**config.mk**
```make
export PLATFORM = sky130hd
export DESIGN_NAME = regfile_wb_ctrl
export DESIGN_NICKNAME = d
export VERILOG_FILES = /design/src/rtl/rf_pkg.sv /design/src/rtl/rr_arb2.sv /design/src/rtl/regfile_wb_ctrl.sv
export SDC_FILE = /design/constraint.sdc
export NUM_CORES = 1
export LEC_CHECK = 0
export BUFFER_PORTS_ARGS = -buffer_cell sky130_fd_sc_hd__buf_2
export CORE_ASPECT_RATIO = 1.5
export CORE_UTILIZATION = 46
export CTS_BUF_LIST = sky130_fd_sc_hd__clkbuf_2
export DETAILED_ROUTE_END_ITERATION = 8
export GPL_ROUTABILITY_DRIVEN = 0
export PLACE_DENSITY = 0.85
export SLEW_MARGIN = 20
export SYNTH_ARGS = -nofsm -noshare
export SYNTH_HDL_FRONTEND = slang
export SYNTH_SLANG_ARGS = --single-unit
```
**constraint.sdc**
```tcl
create_clock -name clk -period 1.2 [get_ports clk]
set_input_delay 0 -clock clk [delete_from_list [all_inputs] [get_ports clk]]
set_output_delay 0 -clock clk [all_outputs]
set_load 0.02 [all_outputs]
```
**src/rtl/rf_pkg.sv**
```systemverilog
// Shared definitions for the register-file write-back path.
//   DATA_W / ADDR_W : default data and register-address widths
//   ZERO_REG        : hardwired-zero register index
//   wb_req_t        : one write-back request (valid, destination, data)
package rf_pkg;

    localparam int unsigned DATA_W   = 32;
    localparam int unsigned ADDR_W   = 5;
    localparam int unsigned ZERO_REG = 0;

    typedef struct packed {
        logic              valid;
        logic [ADDR_W-1:0] addr;
        logic [DATA_W-1:0] data;
    } wb_req_t;

endpackage

```
**src/rtl/rr_arb2.sv**
```systemverilog
// Two-way round-robin arbiter.
//   clk, reset : clock, synchronous active-high reset
//   req[1:0]   : request per port
//   hold       : suppress all grants while high
//   gnt[1:0]   : one-hot grant, combinational from req/hold/last_gnt
// On a tie the port not granted last wins; last_gnt resets to 1 so port 0
// wins the first tie.
module rr_arb2 (
    input  logic       clk,
    input  logic       reset,
    input  logic [1:0] req,
    input  logic       hold,
    output logic [1:0] gnt
);

    logic last_gnt_q, last_gnt_d;

    always_comb begin
        gnt = 2'b00;
        // Nothing is granted during reset so an in-flight request is dropped.
        if (!reset && !hold) begin
            unique case (req)
                2'b01:   gnt = 2'b01;
                2'b10:   gnt = 2'b10;
                2'b11:   gnt = last_gnt_q ? 2'b01 : 2'b10;
                default: gnt = 2'b00;
            endcase
        end
    end

    always_comb begin
        last_gnt_d = last_gnt_q;
        if (gnt[0]) begin
            last_gnt_d = 1'b0;
        end else if (gnt[1]) begin
            last_gnt_d = 1'b1;
        end
    end

    always_ff @(posedge clk) begin
        if (reset) begin
            last_gnt_q <= 1'b1;
        end else begin
            last_gnt_q <= last_gnt_d;
        end
    end

endmodule

```
**src/rtl/regfile_wb_ctrl.sv**
```systemverilog
// Write-back controller for the register file write port.
//   wb0_* : ALU/immediate requester (valid/addr/data in, ready out)
//   wb1_* : load/multi-cycle requester (valid/addr/data in, ready out)
//   wb_hold                 : freeze all grants
//   sb_set_valid/sb_set_addr: mark a destination register pending
//   sb_q_addr1/2, sb_busy1/2: combinational pending-write lookup
//   rg_wrt_en/addr/data     : registered register-file write port
module regfile_wb_ctrl #(
    parameter int unsigned DATA_W = rf_pkg::DATA_W,
    parameter int unsigned ADDR_W = rf_pkg::ADDR_W
) (
    input  logic              clk,
    input  logic              reset,
    input  logic              wb0_valid,
    input  logic [ADDR_W-1:0] wb0_addr,
    input  logic [DATA_W-1:0] wb0_data,
    output logic              wb0_ready,
    input  logic              wb1_valid,
    input  logic [ADDR_W-1:0] wb1_addr,
    input  logic [DATA_W-1:0] wb1_data,
    output logic              wb1_ready,
    input  logic              wb_hold,
    input  logic              sb_set_valid,
    input  logic [ADDR_W-1:0] sb_set_addr,
    input  logic [ADDR_W-1:0] sb_q_addr1,
    input  logic [ADDR_W-1:0] sb_q_addr2,
    output logic              sb_busy1,
    output logic              sb_busy2,
    output logic              rg_wrt_en,
    output logic [ADDR_W-1:0] rg_wrt_addr,
    output logic [DATA_W-1:0] rg_wrt_data
);

    import rf_pkg::*;

    localparam int unsigned NumRegs = 2 ** ADDR_W;
    localparam logic [ADDR_W-1:0] ZeroAddr = ADDR_W'(ZERO_REG);

    logic [1:0]        gnt;
    logic              xfer;
    logic [ADDR_W-1:0] win_addr;
    logic [DATA_W-1:0] win_data;

    logic [NumRegs-1:0] busy_q, busy_d;

    rr_arb2 u_arb (
        .clk   (clk),
        .reset (reset),
        .req   ({wb1_valid, wb0_valid}),
        .hold  (wb_hold),
        .gnt   (gnt)
    );

    assign wb0_ready = gnt[0];
    assign wb1_ready = gnt[1];
    assign xfer      = |gnt;
    assign win_addr  = gnt[1] ? wb1_addr : wb0_addr;
    assign win_data  = gnt[1] ? wb1_data : wb0_data;

    // Write stage: register-0 writes are accepted but never enabled.
    always_ff @(posedge clk) begin
        if (reset) begin
            rg_wrt_en   <= 1'b0;
            rg_wrt_addr <= '0;
            rg_wrt_data <= '0;
        end else begin
            rg_wrt_en <= xfer && (win_addr != ZeroAddr);
            if (xfer) begin
                rg_wrt_addr <= win_addr;
                rg_wrt_data <= win_data;
            end
        end
    end

    // Clear first, then set: a newly issued producer overrides a retiring one.
    always_comb begin
        busy_d = busy_q;
        if (rg_wrt_en) begin
            busy_d[rg_wrt_addr] = 1'b0;
        end
        if (sb_set_valid && (sb_set_addr != ZeroAddr)) begin
            busy_d[sb_set_addr] = 1'b1;
        end
        busy_d[0] = 1'b0;
    end

    always_ff @(posedge clk) begin
        if (reset) begin
            busy_q <= '0;
        end else begin
            busy_q <= busy_d;
        end
    end

    assign sb_busy1 = busy_q[sb_q_addr1];
    assign sb_busy2 = busy_q[sb_q_addr2];

endmodule

```
==> tab_implementation.tex <==
\begin{tabular}{lr}
\hline
Metric & Value \\
\hline
\multicolumn{2}{l}{\textbf{Timing}} \\
\quad Transition time at the pin with the least slew margin & 933.5 ps \\
\quad Max-slew headroom & 0.3753 \\
\quad Shortest clock period the worst path allows after layout & just under 2000 ps \\
\quad Worst hold margin & $\sim$40 ps \\
\quad Fin crit share & 1.628 \\
\quad Final count of negative-setup-slack endpoints & 77 \\
\quad Sum of negative setup slack & -11880 ps \\
\quad Total count of max-transition violations in the final report & 0 \\
\quad Final worst clock skew & 45.22 ps \\
\quad Unrepaired setup endpoints after global routing & true \\
\quad Final hold violation count & 0 \\
\quad Max Fclk & between 500 and 600 MHz \\
\quad Final critical-path setup slack & -753.1 ps \\
\multicolumn{2}{l}{\textbf{GRT}} \\
\quad Residual overflow from global routing & 0 \\
\quad Initial antenna violation count & 1 \\
\quad Total routing usage reported by global routing & 0.3639 \\
\quad Number of global-route vias before repair & 4383 \\
\quad Pin count of the biggest net entering global routing & 70 \\
\quad Global-route wire length before repair & 21990 um \\
\multicolumn{2}{l}{\textbf{Layout}} \\
\quad Commonest cells after routing, fill and taps aside & sky130\_fd\_sc\_hd\_\_buf\_2, sky130\_fd\_sc\_hd\_\_dlygate4sd3\_1, sky130\_fd\_sc\_hd\_\_dfxtp\_1 \\
\quad Commonest non-fill, non-tap cell in the layout & sky130\_fd\_sc\_hd\_\_buf\_2 \\
\quad Multi-input combinational cell area & 0.002445 mm2 \\
\quad Area growth, synth to finish & 70.89\% \\
\quad Share of post-route cells with drive strength above 1 & 0.4275 \\
\quad Net count of the finished layout & between 700 and 800 \\
\quad Core utilization of the finished layout & 0.8067 \\
\quad Sequential cell area & 0.001434 mm2 \\
\quad Filler cell count in the final layout & 393 \\
\multicolumn{2}{l}{\textbf{Logic synthesis}} \\
\quad Area fraction in and, or, nand and nor cells after synthesis & 0.1898 \\
\quad Post-Syn Nets & 508 \\
\quad Largest family of logic cells by synthesized area & multiplexers \\
\quad Syn Std Cell Area & 0.003593 mm2 \\
\quad Post-Syn Instances & a little over 400 \\
\quad Area share of xor/xnor cells in the synthesized design & 0 \\
\quad Compound-Gate Fraction of Synth Area & 0.1898 \\
\quad Post-synthesis share of cell area spent on full adders, half adders and majority gates & 0 \\
\quad Sequential fraction of the synthesis area & 0.3900 \\
\quad Synthesis warning total & 0 \\
\quad Flip-flop and latch count after synthesis & 70 \\
\quad Mean instance size in the synthesized netlist & about 8.7 um2 \\
\quad Share of cell area taken by muxes after synthesis & 0.1908 \\
\quad Async set or reset register ratio after synthesis & 0 \\
\quad Number of enable flip-flop cells after synthesis & 0 \\
\quad Post-synth top flop & sky130\_fd\_sc\_hd\_\_dfxtp\_1 \\
\quad Yosys cell types & 33 \\
\multicolumn{2}{l}{\textbf{Drt}} \\
\quad Sum of routed wire length over all layers & 17340 um \\
\quad Post-route DRC violation count & 0 \\
\quad Detailed-router iteration count before antenna repair & 8 \\
\quad Routed wire length per instance & 22.84 um \\
\quad Number of routed nets with antenna violations & 0 \\
\quad Number of vias after detailed routing & 4778 \\
\quad Routed via count divided by cell count & about 6.3 \\
\quad Initial drt markers & 561 \\
\multicolumn{2}{l}{\textbf{Outcome}} \\
\quad Violated checks & negative setup slack \\
\quad Outcome & finished, violations left \\
\multicolumn{2}{l}{\textbf{Clock network}} \\
\quad Sink Count & 70 \\
\quad Worst-skew pair later-pin latency & 590 ps \\
\quad CTS tree & done \\
\quad Number of H-tree levels & 3 \\
\quad Register clock-pin slew on the reported worst setup and hold paths & 200 ps \\
\quad Number of buffers on the longest clock path & 2 \\
\quad Number of buffers created by CTS & 9 \\
\quad Root Buffer Master & sky130\_fd\_sc\_hd\_\_clkbuf\_2 \\
\multicolumn{2}{l}{\textbf{Floorplanning}} \\
\quad Horiz. Die Dim & 74.17 um \\
\quad Area of the core & 0.007612 mm2 \\
\quad Rows & 39 \\
\quad Initial cell density of the core & 0.4721 \\
\quad I/O pin cnt & 137 \\
\quad Die Ht & 110.3 um \\
\quad Total Die Area & 0.008177 mm2 \\
\multicolumn{2}{l}{\textbf{Run}} \\
\quad Max-cap violations & 0 \\
\multicolumn{2}{l}{\textbf{Pwr}} \\
\quad Power density over the cells & 886.9 mW/mm2 \\
\quad Switching power total & 1.799 mW \\
\quad Clock network fraction of design power & 0.253 \\
\quad Share of total power in combinational logic & 0.282 \\
\quad P\_int & 3.647 mW \\
\quad Switching share of power & 0.3304 \\
\quad Peak VDD IR & 830.8 uV \\
\quad Relative contribution of sequential cells to total power & 0.465 \\
\quad Lkg Pwr & 2.649 nW \\
\multicolumn{2}{l}{\textbf{Setup path}} \\
\quad Reg-to-reg slack, setup & -300 ps \\
\quad Worst Setup Start Kind & flop \\
\quad Worst path top cell family by delay & multiplexers \\
\quad Critical path's largest stage delay & 450 ps \\
\quad Crit path buffers/inverters & 1 \\
\quad Series of cell instances along the critical path & mux4\_2, nand2b\_4, o2111ai\_2, nand4\_1, buf\_4 \\
\quad Slowest library cell on the worst path & sky130\_fd\_sc\_hd\_\_mux4\_2 \\
\quad Critical path class & flop to output port \\
\quad Critical path required time & 1200 ps \\
\quad Maximum fanout encountered on the critical timing path & 3 \\
\quad Critical path endpoint category & output port \\
\quad Arrival time at the worst endpoint & 1950 ps \\
\multicolumn{2}{l}{\textbf{Placement}} \\
\quad HPWL after detailed placement & between 7000 and 8000 um \\
\quad I/O Buffers & $\sim$140 \\
\multicolumn{2}{l}{\textbf{Hold path}} \\
\quad Min-Delay Path Class & input port to flop \\
\hline
\end{tabular}
through the flow:
step,std cells,worst slack [ps],cell area (um2),total power [mW]
finish,759,-753.1,6141,5.446
global placement,637,-120.8,4447,3.440
detailed placement,637,-227.7,4447,3.466
global route,758,-853.8,6138,5.598
CTS,751,-727.2,5799,5.094
floorplan,413,-19.11,3641,3.090
state kept, by name, indices dropped and copies added (netlist names):
name,count
rg_wrt_data,32
busy_q,31
rg_wrt_addr,5
rg_wrt_en,1
u_arb.last_gnt_q,1
tightest hold or removal path: cells and delay by family:
| family | cells | cell delay (ps) |
|---|---|---|
| AOI/OAI and AO/OA | 2 | 460 |
| buffers and inverters | 1 | 120 |
layout make-up:
cell class              count  share of cell area
well taps                 102             0.02078
multi-input cells         311              0.3981
clock inverters             4            0.007946
clock buffers              11            0.008965
inverters                   3            0.003871
flip-flops and latches     70              0.2335
diodes                      2           0.0008150
repair buffers            256              0.3260
power by group through the flow:
stage | logic (mW) | registers, mW | clock network, mW
floorplan | 0.449 | 2.64 | 0
global placement | 0.890 | 2.55 | 0
detailed placement | 0.913 | 2.55 | 0
CTS | 1.26 | 2.51 | 1.33
global route | 1.59 | 2.54 | 1.47
finish | 1.53 | 2.53 | 1.38
kinds of logic (layout without fill, tap and decap cells):
logic type      after synthesis  count (layout)
mux                          61              61
other cells                   0               2
simple gates                131             131
buf+inv                      32             274
flops                        70              70
compound gates              119             119
routing by layer:
layer,share of wire,wire [um],track usage,up-vias
met5,0,0,0,-
met4,0.080,1394,0.2143,0
met3,0.11,1885,0.09182,151
met2,0.48,8378,0.6357,442
met1,0.33,5677,0.3880,2193
li1,-,-,-,1992
what timing repair did:
item / CTS / global route
endpoints found under the hold margin: 70 / 0
pin swaps: 32 / 23
resized for setup: 74 / 106
buffers inserted: 10 / 13
hold buffers: 83 / 0
endpoints found under the setup margin: 36 / 76
cloned: 6 / 0
cells in the mapped netlist (all sizes together), types with 4 or more instances:
cell type / n / area, um2
nor2: 30 / 115.1
nand3b: 23 / 172.7
dfxtp: 70 / 1401
nand3: 12 / 60.06
mux4: 6 / 135.1
nand2: 38 / 142.6
nor3b: 4 / 30.03
o21ai: 50 / 250.2
a211oi: 21 / 157.7
nand2b: 6 / 37.54
clkbuf: 17 / 63.81
a21oi: 37 / 185.2
buf: 12 / 67.56
mux2i: 55 / 550.5
a22oi: 4 / 30.03
nor2b: 4 / 25.02
worst paths after layout:
path              cells after the start         endpoint        startpoint
setup / recovery                      5         sb_busy1        busy_q[21]
hold / removal                        3  rg_wrt_data[15]         wb0_valid
setup reg to reg                      7  rg_wrt_data[20]  u_arb.last_gnt_q
hold reg to reg                       2       busy_q[21]        busy_q[21]
No activity file was read; power rests on OpenSTA's default activity.
